===== config.mk =====
export PLATFORM = sky130hd
export DESIGN_NAME = register_word_port
export DESIGN_NICKNAME = d
export VERILOG_FILES = /design/src/rtl/register_word_port.sv
export SDC_FILE = /design/constraint.sdc
export NUM_CORES = 1
export LEC_CHECK = 0
export CORE_MARGIN = 4
export CORE_UTILIZATION = 48
export DETAILED_ROUTE_END_ITERATION = 10
export PLACE_DENSITY = 0.75
export SLEW_MARGIN = 20
export SYNTH_ARGS = -nofsm -noshare
export SYNTH_HDL_FRONTEND = slang
export SYNTH_SLANG_ARGS = --single-unit

===== constraint.sdc =====
create_clock -name clock -period 2.1 [get_ports clock]
set_input_delay 0.21 -clock clock [delete_from_list [all_inputs] [get_ports clock]]
set_output_delay 0.21 -clock clock [all_outputs]
set_load 0.05 [all_outputs]

===== src/rtl/register_word_port.sv =====
// register_word_port: splits byte/16-bit register requests into byte-wide cycles on the 256x8 register-file RAM.
// Build option: `define REGFILE_CLEAR_ON_RESET_EN zero-fills the whole RAM after reset before accepting requests.
//   state  | meaning
//   IDLE   | req_ready high, waiting for a request
//   CLEAR  | zero-filling 0x00..0xFF after reset (option only)
//   RD_A   | first read address on the RAM port
//   RD_B   | second read address out, first byte arriving
//   RD_C   | last byte arriving, response issued on exit
//   WR_A   | first (or only) byte being written
//   WR_B   | second byte of a word being written
module register_word_port #(
  parameter bit BIG_ENDIAN = 1'b1
) (
  input  logic        clock,
  input  logic        reset_n,
  input  logic        req_valid,
  output logic        req_ready,
  input  logic        req_write,
  input  logic        req_word,
  input  logic [3:0]  req_level,
  input  logic [3:0]  req_index,
  input  logic [15:0] req_wdata,
  output logic        rsp_valid,
  output logic [15:0] rsp_rdata,
  output logic        ram_write_en,
  output logic [7:0]  ram_address,
  output logic [7:0]  ram_data_in,
  input  logic [7:0]  ram_data_out
);

`ifdef REGFILE_CLEAR_ON_RESET_EN
  typedef enum logic [2:0] {
    S_IDLE, S_CLEAR, S_RD_A, S_RD_B, S_RD_C, S_WR_A, S_WR_B
  } state_t;
  localparam state_t RESET_STATE = S_CLEAR;
`else
  typedef enum logic [2:0] {
    S_IDLE, S_RD_A, S_RD_B, S_RD_C, S_WR_A, S_WR_B
  } state_t;
  localparam state_t RESET_STATE = S_IDLE;
`endif

  state_t      state_q, state_d;
  logic        write_q, word_q;
  logic [7:0]  addr_q;
  logic [15:0] wdata_q;
  logic [7:0]  first_q, first_d;
  logic        accept;

  logic        rsp_valid_q, rsp_valid_d;
  logic [15:0] rsp_rdata_q, rsp_rdata_d;
  logic        we_q, we_d;
  logic [7:0]  ram_addr_q, ram_addr_d;
  logic [7:0]  ram_din_q, ram_din_d;

  logic [7:0]  req_addr;
  logic [7:0]  req_first_byte;
  logic [7:0]  odd_byte;

`ifdef REGFILE_CLEAR_ON_RESET_EN
  logic [7:0]  clr_left_q, clr_left_d;
`endif

  assign accept   = req_valid && (state_q == S_IDLE);
  assign req_addr = req_word ? {req_level, req_index[3:1], 1'b0} : {req_level, req_index};

  // Even address carries the high byte when BIG_ENDIAN, the low byte otherwise.
  assign req_first_byte = !req_word ? req_wdata[7:0]
                        : (BIG_ENDIAN ? req_wdata[15:8] : req_wdata[7:0]);
  assign odd_byte       = BIG_ENDIAN ? wdata_q[7:0] : wdata_q[15:8];

  always_comb begin
    state_d     = state_q;
    first_d     = first_q;
    rsp_valid_d = 1'b0;
    rsp_rdata_d = rsp_rdata_q;
    we_d        = 1'b0;
    ram_addr_d  = ram_addr_q;
    ram_din_d   = ram_din_q;
`ifdef REGFILE_CLEAR_ON_RESET_EN
    clr_left_d  = clr_left_q;
`endif
    case (state_q)
      S_IDLE: begin
        if (req_valid) begin
          ram_addr_d = req_addr;
          if (req_write) begin
            we_d      = 1'b1;
            ram_din_d = req_first_byte;
            state_d   = S_WR_A;
          end else begin
            state_d   = S_RD_A;
          end
        end
      end
`ifdef REGFILE_CLEAR_ON_RESET_EN
      S_CLEAR: begin
        // The 0xFF write is on the port this cycle: leave once it lands.
        if (we_q && (ram_addr_q == 8'hFF)) begin
          state_d = S_IDLE;
        end else begin
          we_d       = 1'b1;
          ram_addr_d = ~clr_left_q;
          ram_din_d  = 8'h00;
          clr_left_d = clr_left_q - 8'd1;
        end
      end
`endif
      S_WR_A: begin
        if (word_q) begin
          we_d       = 1'b1;
          ram_addr_d = {addr_q[7:1], 1'b1};
          ram_din_d  = odd_byte;
          state_d    = S_WR_B;
        end else begin
          rsp_valid_d = 1'b1;
          state_d     = S_IDLE;
        end
      end
      S_WR_B: begin
        rsp_valid_d = 1'b1;
        state_d     = S_IDLE;
      end
      S_RD_A: begin
        if (word_q) begin
          ram_addr_d = {addr_q[7:1], 1'b1};
          state_d    = S_RD_B;
        end else begin
          state_d    = S_RD_C;
        end
      end
      S_RD_B: begin
        first_d = ram_data_out;
        state_d = S_RD_C;
      end
      S_RD_C: begin
        rsp_valid_d = 1'b1;
        state_d     = S_IDLE;
        if (!word_q)
          rsp_rdata_d = {8'h00, ram_data_out};
        else if (BIG_ENDIAN)
          rsp_rdata_d = {first_q, ram_data_out};
        else
          rsp_rdata_d = {ram_data_out, first_q};
      end
      default: begin
        state_d = S_IDLE;
      end
    endcase
  end

  always_ff @(posedge clock or negedge reset_n) begin
    if (!reset_n) begin
      state_q     <= RESET_STATE;
      write_q     <= 1'b0;
      word_q      <= 1'b0;
      addr_q      <= 8'h00;
      wdata_q     <= 16'h0000;
      first_q     <= 8'h00;
      rsp_valid_q <= 1'b0;
      rsp_rdata_q <= 16'h0000;
      we_q        <= 1'b0;
      ram_addr_q  <= 8'h00;
      ram_din_q   <= 8'h00;
`ifdef REGFILE_CLEAR_ON_RESET_EN
      clr_left_q  <= 8'hFF;
`endif
    end else begin
      state_q     <= state_d;
      first_q     <= first_d;
      rsp_valid_q <= rsp_valid_d;
      rsp_rdata_q <= rsp_rdata_d;
      we_q        <= we_d;
      ram_addr_q  <= ram_addr_d;
      ram_din_q   <= ram_din_d;
`ifdef REGFILE_CLEAR_ON_RESET_EN
      clr_left_q  <= clr_left_d;
`endif
      if (accept) begin
        write_q <= req_write;
        word_q  <= req_word;
        addr_q  <= req_addr;
        wdata_q <= req_wdata;
      end
    end
  end

  assign req_ready    = (state_q == S_IDLE);
  assign rsp_valid    = rsp_valid_q;
  assign rsp_rdata    = rsp_rdata_q;
  assign ram_write_en = we_q;
  assign ram_address  = ram_addr_q;
  assign ram_data_in  = ram_din_q;

endmodule


==> impl_metrics.ini, run 1 <==
[floorplanning]
initial_core_util = 0.493
num_rows = 27
coreArea_sq_mm = 0.00551
die_w_um = 83.2
fp.dieH_um = 83.2
die_area_sq_mm = 0.00692
num_io_pins = 72

[place]
port_buffers = 71
dp.cells = 350
routabilityCongestion = 0.760
post-dp-hpwl_um = 3870

[sta]
rsz0062_at_grt = false
finalSetupViolations = 0
finalSetupTns_ns = 0
skew_ns = 0.00836
timing.final.crit_share = 0.843
slew-limit-headroom = 0.610
drv_slew = 0
clock.fmax_ghz = 0.565
worstMarginPinSlew_ns = 0.583
hold_viol = 0
finalCriticalPeriod_ns = 1.77

[pwr]
seqPwrFrac = 0.317
p_switching_mw = 2.67
p_int_mw = 4.01
p_per_area_mw_per_mm2 = 1780
switching_share = 0.400
power_frac_comb = 0.477
p_leak_nw = 1.65
ir_worst_vdd_v = 0.00100
finalPower_mw = 6.67
clkPwrFrac = 0.206

[synth]
synth_edf_count = 0
yosysWarnings = 0
yosysSeqAreaShare = 0.562
ys_types = 30
synth.top_cell.area_share = 0.562
async_reset_ff_frac = 1.00
synth_top_area_cell = dfrtp_1
ys_ff_latch = 61
synth_cells = 213
synth_nets = 250
ys_top_cells_by_area = dfrtp_1, mux2_2, nand2_1
synthFlopType = dfrtp_1
synth_area_sq_mm = 0.00272
syn_avg_cell_area_sq_um = 12.7

[grt]
grt_usage = 0.172
busiest_layer = met2
use_met1 = 0.206
grt_pass1_vias = 1881
use_met3 = 0.0506
grt_pass1_wl_um = 9400
grt-ovfl-total = 0
grt_max_degree = 33
grt_use_met2 = 0.289
antenna_found_initial = 0

[outcome]
outcome = complete, no violations

[detailed_routing]
drt-total-wl_um = 5560
ant_nets = 0
vias = 1834
drc = 0
first_iter_violations = 51
wl_per_cell_um = 15.1
detail_route.first_pass.iterations = 4
vias_per_cell = 5.00

[clocking]
cts_root_buf = clkbuf_8
clk-insertion-delay-late_ns = 0.34
cts.sinks = 61
cts_setup_buffers = 0
htreeDepth = 3
cts.repair.resized = 0
clock_path_buffers = 2
cts_hold_buffers = 1
clk_pin_slew_ns = 0.07
cts_inserted_buffers = 9
cts_tree = done

[critical_path]
cp_top_family = flip-flops
critPathBufInv = 0
crit_type = reg -> reg
critPathCapture = ram_address[7]
endpoint_kind = flip-flop
critPathMaxFanout = 13
startpoint_type = flip-flop
r2r_cells = 4
critPathSlowestCell = dfrtp_1
cp.arrival_ns = 2.00
cp.depth = 4
crit-reg2reg-capture = ram_address[7]
cp.required_ns = 2.33
slowest_delay_ns = 0.63
reg2reg_from = state_q[2]
worstPathCellList = xnor2_2, nor2_4, mux2_1, mux2_2
reg2reg_slack_ns = 0.33
crit_start = state_q[2]

[cells_and_area]
antenna_cells = 0
layout.cells.non_filler = 367
n_fill_cell = 423
drive_above_1_share = 0.241
area_growth_pct = 38.3
fin_nets = 327

[hold_path]
hold_class = in -> async

[flow_run]
cap_viol_max_count = 0
## power by group through the flow
stage,Clock [mW],Combinational (mW),Sequential (mW)
2_1_floorplan,0,1.37,3.04
3_3_place_gp,0,3.15,2.11
3_5_place_dp,0,3.21,2.14
4_1_cts,1.39,3.23,2.12
5_1_grt,1.46,3.38,2.20
6_report,1.37,3.19,2.11
## cells in the mapped netlist (all sizes together) (2+ instances only)
cell type,n
dfrtp,61
mux2,47
nand2,27
o21ai,17
buf,11
a21oi,10
nor2,10
mux2i,9
inv,5
nand3b,3
nor3b,2
xnor2,2
## kinds of logic (layout without fill, tap and decap cells)
| family | after synthesis | in the layout | share of synthesized area |
|---|---|---|---|
| multiplexers | 56 | 56 | 0.234 |
| flip-flops | 61 | 61 | 0.562 |
| XOR/XNOR | 2 | 2 | 0.00922 |
| buffers and inverters | 17 | 99 | 0.0433 |
| AO/OA/AOI/OAI | 31 | 31 | 0.0618 |
| AND/OR/NAND/NOR | 46 | 46 | 0.0899 |
## layout by cell type, fill, tap and decap left out, drive strengths merged, types with 2 or more instances in the layout
cell	count
dfrtp	61
xnor2	2
mux2i	9
buf	8
nor2	10
nand3b	3
bufinv	4
nand2	27
clkinv	2
clkdlybuf4s50	69
a21oi	10
o21ai	17
inv	5
clkbuf	9
mux2	47
nor3b	2
## routing by layer
metal  up-vias  routed length, um
li1        886                  -
met1       903               2340
met2        36               2850
met3         9                253
met4         0                109
met5         -                  0
## metrics by stage
step | util | hold WS [ns] | setup WS, ns | cell area (sq um)
6_report | 0.682 | 0.306 | 0.330 | 3760
4_1_cts | 0.682 | 0.272 | 0.321 | 3760
3_5_place_dp | 0.633 | 0.111 | 0.342 | 3480
5_1_grt | 0.682 | 0.311 | 0.211 | 3760
2_1_floorplan | - | -0.0856 | 0.0172 | 2720
3_3_place_gp | 0.633 | 0.107 | 0.359 | 3480
## worst min-delay path by stage
stage | endpoint | startpoint | cells past startpoint
finish | rsp_rdata[0] | reset_n | 2
global placement | addr_q[4] | reset_n | 1
floorplan | addr_q[1] | reset_n | 0
detailed placement | addr_q[4] | reset_n | 1
CTS | rsp_rdata[0] | reset_n | 2
global route | rsp_rdata[0] | reset_n | 2
## area by class of cell
cell class	instances	area, sq um	area share
multi-input combinational	135	1080	0.286
clock inverter	7	138	0.0366
clock buffer	9	124	0.0330
sequential	61	1530	0.406
tap	72	90.1	0.0240
timing repair buffer	78	783	0.209
inverter	5	18.8	0.00500
## flip-flops by register name, indices dropped and copies added (netlist names)
| signal | flops |
|---|---|
| addr_q | 7 |
| first_q | 8 |
| ram_address | 8 |
| ram_data_in | 8 |
| ram_write_en | 1 |
| rsp_rdata | 16 |
| rsp_valid | 1 |
| state_q | 3 |
| wdata_q | 8 |
| word_q | 1 |
## worst reg2reg max path: stages (launching register included)
cell,delay [ns]
dfrtp_1,0.63
xnor2_2,0.16
nor2_4,0.24
mux2_1,0.36
mux2_2,0.26
No activity file was read; power rests on OpenSTA's default activity.
==> run 2, diff against run 1 <==
--- a/config.mk
+++ b/config.mk
@@ -6,9 +6,9 @@
 export NUM_CORES = 1
 export LEC_CHECK = 0
 export CORE_MARGIN = 4
-export CORE_UTILIZATION = 48
+export CORE_UTILIZATION = 43
 export DETAILED_ROUTE_END_ITERATION = 10
-export PLACE_DENSITY = 0.75
+export PLACE_DENSITY = 0.71
 export SLEW_MARGIN = 20
 export SYNTH_ARGS = -nofsm -noshare
 export SYNTH_HDL_FRONTEND = slang
==> constraint.sdc (replaced) <==
create_clock -name clock -period 1.5 [get_ports clock]
set_input_delay 0.15 -clock clock [delete_from_list [all_inputs] [get_ports clock]]
set_output_delay 0.15 -clock clock [all_outputs]
set_load 0.05 [all_outputs]
==> impl_metrics.ini, run 2 (synthesized netlist as in run 1, its figures left out) <==
[cells_and_area]
fin_nets = 347
area_growth_pct = 42.2
fin_area_sq_mm = 0.00386
n_fill_cell = 485
mostFrequentLayoutCells = dfrtp_1, buf_4, clkdlybuf4s50_1
antenna_cells = 0
largest_reg_flops = 16
layout_commonest_cell = dfrtp_1
drive_above_1_share = 0.422

[pwr]
switching_share = 0.412
p_int_mw = 5.46
p_per_area_mw_per_mm2 = 2400
power_frac_comb = 0.553
p_leak_nw = 1.81
ir_worst_vdd_v = 0.00144
seqPwrFrac = 0.314
clkPwrFrac = 0.133
p_switching_mw = 3.82

[sta]
worstMarginPinSlew_ns = 0.328
hold_ws_ns = 0.342
hold_viol = 0
clock.fmax_ghz = 0.642
skew_ns = 0.00667
worst_slack_ns = -0.0588
finalSetupViolations = 30
rsz0062_at_grt = true
drv_slew = 0
timing.final.crit_share = 1.04
slew-limit-headroom = 0.781
finalCriticalPeriod_ns = 1.56

[detailed_routing]
wl_met2_um = 2720
wl_met1_um = 2470
highest_layer = met4
first_iter_violations = 52
detail_route.first_pass.iterations = 4
wl_per_cell_um = 14.8
drt-total-wl_um = 5750
wl_met3_um = 472
vias_per_cell = 4.97
ant_nets = 0
drc = 0
vias = 1930

[grt]
antenna_found_initial = 0
grt_usage = 0.165
grt-ovfl-total = 0
grt_max_degree = 62
grt_pass1_vias = 1996
grt_pass1_wl_um = 9580

[floorplanning]
die_w_um = 87.5
fp.dieH_um = 87.5
initial_core_util = 0.451
num_io_pins = 72
die_area_sq_mm = 0.00765
num_rows = 28
coreArea_sq_mm = 0.00603

[clocking]
cts_root_buf = clkbuf_8
clock_path_buffers = 2
clk_pin_slew_ns = 0.06
htreeDepth = 3
clk-insertion-delay-late_ns = 0.33
cts.sinks = 61
cts_tree = done
cts_inserted_buffers = 9

[place]
post-dp-hpwl_um = 4070
port_buffers = 71
routabilityCongestion = 0.747
place_area_sq_mm = 0.00364
pre_cts_ws_ns = -0.151

[critical_path]
endpoint_kind = flip-flop
critPathMaxFanout = 6
cp.arrival_ns = 1.78
startpoint_type = flip-flop
crit_type = reg -> reg
cp.required_ns = 1.72

[outcome]
outcome = finished, violations left
violations = negative setup slack

[flow_run]
cap_viol_max_count = 0

[hold_path]
hold_class = in -> async
## run 2: routing by layer
| layer | up-vias | track usage |
|---|---|---|
| met4 | 0 | 0.0753 |
| li1 | 931 | - |
| met3 | 8 | 0.0624 |
| met1 | 927 | 0.204 |
| met5 | - | 0 |
| met2 | 64 | 0.254 |
## run 2: power by group through the flow
stage          sequential [mW]  clock (mW)  combinational (mW)
4_1_cts                   2.92        1.28                5.16
6_report                  2.92        1.23                5.13
3_3_place_gp              2.92           0                4.98
3_5_place_dp              2.94           0                5.08
2_1_floorplan             4.28           0                2.13
5_1_grt                   3.03        1.35                5.46
## run 2: layout make-up
class                      count  area [sq um]  share of cell area
inverter                       5          18.8             0.00486
timing repair buffer          98           901               0.233
clock buffer                  12           155              0.0402
clock inverter                 2          10.0             0.00259
tap                           75          93.8              0.0243
multi-input combinational    135          1150               0.299
sequential                    61          1530               0.396
## run 2: path summary, 6_finish.rpt
| kind | startpoint | depth (start not counted) | slack [ns] | endpoint |
|---|---|---|---|---|
| max reg2reg | state_q[0] | 5 | -0.06 | ram_address[7] |
| max in group asynchronous | reset_n | 3 | 0.85 | state_q[0] |
| min in group clock | ram_data_out[4] | 2 | 0.46 | first_q[4] |
| min | reset_n | 3 | 0.34 | addr_q[2] |
| max | state_q[0] | 5 | -0.06 | ram_address[7] |
| min reg2reg | rsp_rdata[8] | 2 | 0.48 | rsp_rdata[8] |
## run 2: metrics by stage
step | util | std cells | TNS [ns] | power [mW]
2_1_floorplan | - | 213 | -6.22 | 6.41
3_3_place_gp | 0.604 | 371 | -2.19 | 7.89
3_5_place_dp | 0.604 | 371 | -3.75 | 8.02
4_1_cts | 0.639 | 387 | -1.02 | 9.36
5_1_grt | 0.641 | 388 | -3.16 | 9.83
6_report | 0.641 | 388 | -0.729 | 9.28
## run 2: timing repair
item | in CTS | in global routing
setup endpoints to repair | 51 | 44
pin swaps | 3 | 0
hold buffers | 1 | 0
resized for setup | 8 | 1
endpoints found under the hold margin | 61 | 0
setup buffers | 1 | 1
## run 2: worst max-delay path, cell delays in order, from the launching register on
cell     delay (ns)
dfrtp_2        0.49
xnor2_4        0.16
nor2_4         0.11
buf_4          0.14
mux2_4         0.29
mux2_2         0.26
